==> config.mk <==
export PLATFORM = sky130hd
export DESIGN_NAME = uart_rx_frame
export DESIGN_NICKNAME = d
export VERILOG_FILES = /design/src/rtl/uart_rx_frame.sv
export SDC_FILE = /design/constraint.sdc
export NUM_CORES = 1
export LEC_CHECK = 0
export ABC_CLOCK_PERIOD_IN_PS = 4700
export CAP_MARGIN = 20
export CORE_UTILIZATION = 30
export CTS_BUF_LIST = sky130_fd_sc_hd__clkbuf_4 sky130_fd_sc_hd__clkbuf_8
export CTS_CLUSTER_SIZE = 28
export DETAILED_ROUTE_END_ITERATION = 7
export MAX_ROUTING_LAYER = met4
export PLACE_DENSITY = 0.58
export SYNTH_ARGS = -nofsm -noshare
export SYNTH_HDL_FRONTEND = slang
export SYNTH_SLANG_ARGS = --single-unit
==> constraint.sdc <==
create_clock -name iCLK -period 4.7 [get_ports iCLK]
set_input_delay 0.705 -clock iCLK [delete_from_list [all_inputs] [get_ports iCLK]]
set_output_delay 0.705 -clock iCLK [all_outputs]
set_load 0.005 [all_outputs]
==> src/rtl/uart_rx_frame.sv <==
// uart_rx_frame
// -------------
// 8N1 UART receiver. The serial line is synchronised, then decoded by a
// five-state FSM (IDLE, START, DATA, STOP, BREAK). Samples are taken at a
// fixed number of clocks from the start-bit falling edge: half a bit period
// to confirm the start bit, then one full bit period per data bit and for
// the stop bit. Received bytes appear on a valid/ready byte interface.
//
// Ports
//   iCLK      system clock
//   iRST      synchronous active-low reset (0 = reset)
//   UART_RXD  serial line, idle high, LSB first
//   oDATA     received byte, held while oVALID=1 (except on overrun)
//   oVALID    byte available
//   iREADY    consumer accepts when oVALID & iREADY at a rising edge
//   oFERR     one-cycle pulse: stop bit sampled low
//   oOVR      one-cycle pulse: byte completed while previous one unaccepted
//   oBUSY     receiver is in any state other than IDLE
//
// Parameters
//   BAUD_DIV     clocks per bit, 8..65535
//   SYNC_STAGES  input synchroniser depth, 2..3

`timescale 1ns/1ps

module uart_rx_frame #(
  parameter int BAUD_DIV    = 868,
  parameter int SYNC_STAGES = 2
) (
  input  logic       iCLK,
  input  logic       iRST,
  input  logic       UART_RXD,
  output logic [7:0] oDATA,
  output logic       oVALID,
  input  logic       iREADY,
  output logic       oFERR,
  output logic       oOVR,
  output logic       oBUSY
);

  localparam logic [15:0] BIT_LAST  = 16'(BAUD_DIV - 1);
  localparam logic [15:0] HALF_LAST = 16'((BAUD_DIV / 2) - 1);

  typedef enum logic [2:0] {
    S_IDLE,
    S_START,
    S_DATA,
    S_STOP,
    S_BREAK
  } state_t;

  state_t                 state, state_n;
  logic [SYNC_STAGES-1:0] sync;
  logic                   rxs;
  logic [15:0]            cnt, cnt_n;
  logic [2:0]             bi, bi_n;
  logic [7:0]             shreg, shreg_n;
  logic [7:0]             data_n;
  logic                   vld_n;
  logic                   ferr_n;
  logic                   ovr_n;

  // Synchroniser output; the flops reset to the idle (high) line level so
  // that a reset never looks like a start bit.
  assign rxs   = sync[SYNC_STAGES-1];
  assign oBUSY = (state != S_IDLE);

  // Control and output registers
  always_ff @(posedge iCLK) begin
    if (!iRST) begin
      sync   <= '1;
      state  <= S_IDLE;
      cnt    <= '0;
      bi     <= '0;
      oDATA  <= '0;
      oVALID <= 1'b0;
      oFERR  <= 1'b0;
      oOVR   <= 1'b0;
    end else begin
      sync   <= {sync[SYNC_STAGES-2:0], UART_RXD};
      state  <= state_n;
      cnt    <= cnt_n;
      bi     <= bi_n;
      oDATA  <= data_n;
      oVALID <= vld_n;
      oFERR  <= ferr_n;
      oOVR   <= ovr_n;
    end
  end

  // Shift register holds only in-flight data; it is fully rewritten by
  // every frame before it can reach oDATA, so it needs no reset.
  always_ff @(posedge iCLK) begin
    shreg <= shreg_n;
  end

  // Next-state and datapath decode
  always_comb begin
    state_n = state;
    cnt_n   = cnt;
    bi_n    = bi;
    shreg_n = shreg;
    data_n  = oDATA;
    vld_n   = oVALID;
    ferr_n  = 1'b0;
    ovr_n   = 1'b0;

    // Consumer handshake; a byte completing on this same edge overrides
    // the clear below, giving valid=1 with the new data and no overrun.
    if (oVALID && iREADY) begin
      vld_n = 1'b0;
    end

    case (state)
      S_IDLE: begin
        if (!rxs) begin
          state_n = S_START;
          cnt_n   = '0;
        end
      end

      S_START: begin
        if (cnt == HALF_LAST) begin
          // Line back high at mid start bit: treat as a glitch.
          state_n = rxs ? S_IDLE : S_DATA;
          cnt_n   = '0;
          bi_n    = '0;
        end else begin
          cnt_n = cnt + 16'd1;
        end
      end

      S_DATA: begin
        if (cnt == BIT_LAST) begin
          shreg_n[bi] = rxs;
          cnt_n       = '0;
          if (bi == 3'd7) begin
            state_n = S_STOP;
          end else begin
            bi_n = bi + 3'd1;
          end
        end else begin
          cnt_n = cnt + 16'd1;
        end
      end

      S_STOP: begin
        if (cnt == BIT_LAST) begin
          cnt_n = '0;
          if (rxs) begin
            data_n  = shreg;
            vld_n   = 1'b1;
            state_n = S_IDLE;
            if (oVALID && !iREADY) begin
              ovr_n = 1'b1;
            end
          end else begin
            // Bad stop bit: drop the byte and wait out a possible break.
            ferr_n  = 1'b1;
            state_n = S_BREAK;
          end
        end else begin
          cnt_n = cnt + 16'd1;
        end
      end

      S_BREAK: begin
        if (rxs) begin
          state_n = S_IDLE;
        end
      end

      default: begin
        state_n = S_IDLE;
      end
    endcase
  end

endmodule
==> metrics.log <==
INFO  metric result_of_the_run = finished clean
INFO  metric post_drt_wl_per_cell = 12.8 um
INFO  metric netSwitchingFraction = 0.244
INFO  metric final_net_count = 246
INFO  metric cap_violations = 0
INFO  metric detail_route.vias_per_cell = 5.10
INFO  metric via_count_of_the_first_global_routing_pass = 1,506
INFO  metric fmax = 373 MHz
INFO  metric hp-class = reg -> reg
INFO  metric post_cts.resized_instances = 0
INFO  metric p_leak = approximately 0.74 nW
INFO  metric clkLatencyLatePin = between 200 and 300 ps
INFO  metric synthTopCellsByArea = dfxtp_1 (34%), edfxtp_1 (12%), mux2i_1 (5.9%), nand2_1 (5.2%), a31oi_1 (4.6%)
INFO  metric antenna_cells = 0
INFO  metric grt_antenna_before_repair = 0
INFO  metric net-switching-power = roughly 0.16 mW
INFO  metric grt_max_degree = 25
INFO  metric place_inst = 308
INFO  metric ctsRootBufferMaster = clkbuf_8
INFO  metric cp-start-kind = register
INFO  metric setup.worst_path.class = reg -> reg
INFO  metric die_x = 84.4 um
INFO  metric yosys_warnings = 0
INFO  metric p_comb_frac = 0.057
INFO  metric power.internal = 0.498 mW
INFO  metric post_cts.repair.setup_buffers = 0
INFO  metric post-route-period-util = 0.570
INFO  metric worstPathCellList = or4_4 -> nor4_4 -> nor2b_1 -> mux2i_1 -> nor2_1
INFO  metric max_clock_buf_depth = 2
INFO  metric clock_tree_from_tritoncts = built
INFO  metric boundaryPins = 16
INFO  metric fin_worst_skew = 3.71 ps
INFO  metric layout-drive-gt1-share = 0.0628
INFO  metric power_density = between 200 and 300 mW/mm^2
INFO  metric detail_route.first_pass.iterations = 4
INFO  metric ys_ff_latch = 43
INFO  metric gpl.final_weighted_congestion = between 0.7 and 0.8
INFO  metric core_region_area = ~0.0065 mm^2
INFO  metric hpwlAfterDp = around 2700 um
INFO  metric postLayoutCellArea = between 0.002 and 0.0025 mm^2
INFO  metric cts.reportedPaths.clkPinSlew = about 90 ps
INFO  metric synth_sequential_area_ratio = 0.462
INFO  metric initialDrtViolationCount = 64
INFO  metric dpl_cell_area = about 0.0023 mm^2
INFO  metric post_synth_instance_area = between 0.002 and 0.0025 mm^2
INFO  metric rsz_0062_raised_after_global_routing = false
INFO  metric cts_inserted_buffers = 5
INFO  metric ys_types = 38
INFO  metric grt_first_pass_wirelength = around 7000 um
INFO  metric post_cts_hold_buffer_count = 0
INFO  metric cts_htree_levels = 2
INFO  metric timing.final.max_slew_violations = 0
INFO  metric synthDominantCellAreaShare = 0.344
INFO  metric worstMarginPinSlew = 1060 ps
INFO  metric syn_inst = ~230
INFO  metric slowest_stage = nor2b_1
INFO  metric slowest_delay = 890 ps
INFO  metric crit_buf_inv = 0
INFO  metric clkSinkCount = 43
INFO  metric buffer_ports.inserted = 15
INFO  metric timing.critical_path.fanout_max = 9
INFO  metric synth.largest_area_cell = dfxtp_1
INFO  metric grt_usage = 0.127
INFO  metric totalWireLength = roughly 4100 um
INFO  metric hold_viol = 0
INFO  metric category_of_cells_accounting_for_the_largest_share_of_critical_path_delay = simple AND/OR/NAND/NOR gates
INFO  metric share_seq_of_total_power = 0.580
INFO  metric critical_path_at = 2850 ps
INFO  metric worstPathRequired = 4870 ps
INFO  metric grt_overflow_total = 0
INFO  metric setup-violations-final = 0
INFO  metric flow.area_growth_from_synthesis = 15.3%
INFO  metric total_number_of_vias = ~1,600
INFO  metric chipHeight = 84.4 um
INFO  metric synth_net_count = around 230
INFO  metric initial_core_util = 0.315
INFO  metric vdd.ir_drop.worst = ~0.15 mV
INFO  metric drcViolationCount = 0
INFO  metric detail_route_antenna_nets = 0
INFO  metric synth.avg_cell_area = around 9.0 um^2
INFO  metric finish.cell_count_without_fillers = around 320
INFO  metric layout_min_cycle_time = 2680 ps
INFO  metric placementRows = 29
INFO  metric design.die.area = approximately 0.007 mm^2
INFO  metric timing.setup.tns = 0 ps
INFO  metric crit_path_end_kind = register
INFO  metric power.clock.fraction = 0.363
INFO  metric maxSlewHeadroom = 0.294
==> cell families after synthesis <==
group,count (synthesis),synth area share
buf+inv,15,0.0301
simple gates,110,0.297
mux,12,0.0590
flops,43,0.462
compound gates,41,0.127
fa+ha+maj,4,0.0246
==> final cells by class <==
class / count / area [um^2]
fill: 646 / 4110
multi-input combinational: 167 / 1040
sequential: 43 / 941
timing repair buffer: 16 / 158
tap: 77 / 96.3
clock buffer: 5 / 68.8
clock inverter: 3 / 23.8
inverter: 5 / 18.8
==> power groups by stage <==
stage / combinational (mW) / clock, mW / sequential (mW)
after CTS: 0.0377 / 0.250 / 0.383
after global placement: 0.0375 / 0 / 0.391
final: 0.0376 / 0.239 / 0.382
after detailed placement: 0.0375 / 0 / 0.391
after global routing: 0.0414 / 0.266 / 0.383
after floorplan: 0.0279 / 0 / 0.388
==> worst reg2reg max path, stage by stage, from the launching register on <==
cell and delay (ps):
dfxtp_1 350, or4_4 590, nor4_4 410, nor2b_1 890
mux2i_1 280, nor2_1 50
==> cells in the final DEF (no fill, tap or decap), types with 3 or more instances in the layout <==
cell / instances
dfxtp_1: 35
nand2_1: 28
nor2_1: 24
nand3_1: 15
a31oi_1: 15
clkdlybuf4s50_1: 15
mux2i_1: 12
nand2b_1: 9
o21ai_0: 9
edfxtp_1: 8
a21oi_1: 7
nor3_1: 6
or3_1: 5
and3_1: 5
inv_1: 5
clkbuf_8: 5
ha_1: 4
nor2b_1: 3
==> per-stage QoR <==
| step | setup WS, ps | utilization | hold WS, ps | power (mW) |
|---|---|---|---|---|
| after CTS | 2020 | 0.363 | 419 | 0.671 |
| final | 2020 | 0.363 | 416 | 0.659 |
| after global routing | 1810 | 0.363 | 441 | 0.691 |
| after floorplan | 2620 | - | 386 | 0.416 |
| after detailed placement | 2000 | 0.349 | 405 | 0.429 |
| after global placement | 1990 | 0.349 | 399 | 0.429 |
==> final timing paths <==
path	start	end	slack (ps)	cells past startpoint
hold reg to reg	sync[0]	sync[1]	420	1
setup / recovery	cnt[11]	oDATA[3]	2020	5
setup reg to reg	cnt[11]	oDATA[3]	2020	5
hold / removal	sync[0]	sync[1]	420	1
==> Yosys cell counts <==
master     count
buf_2          1
or2b_1         1
a31o_1         1
ha_1           4
nor3_1         6
o21ai_0        9
nand3b_1       2
or4_4          2
nand2b_1       9
o32a_1         1
nand4_1        1
a21boi_0       2
o32ai_1        2
a31oi_1       15
nor4_4         2
nor3b_1        1
edfxtp_1       8
buf_4          1
nand4bb_1      1
a21o_1         1
or3_1          5
nor4_1         2
nor2_1        24
and4_1         1
a211oi_1       1
nor4b_4        1
nand2_1       28
a41oi_1        1
mux2i_1       12
a211o_1        1
a21oi_1        7
inv_1          5
dfxtp_1       35
nand4b_1       1
clkbuf_1       8
and3_1         5
nand3_1       15
nor2b_1        3
==> sequential cells by signal (all words and copies together), names as in the netlist <==
register	cells
bi	3
oFERR	1
oVALID	1
shreg	8
oDATA	8
oOVR	1
cnt	16
state	3
sync	2
==> per-layer routing <==
layer | wire length, um | vias to the layer above | GRT usage
li1 | - | 841 | -
met4 | 108 | 0 | 0.0647
met2 | 1690 | 29 | 0.180
met3 | 140 | 10 | 0.0324
met1 | 2120 | 731 | 0.166
met5 | 0 | - | -
(Power assumes the default switching activity.)
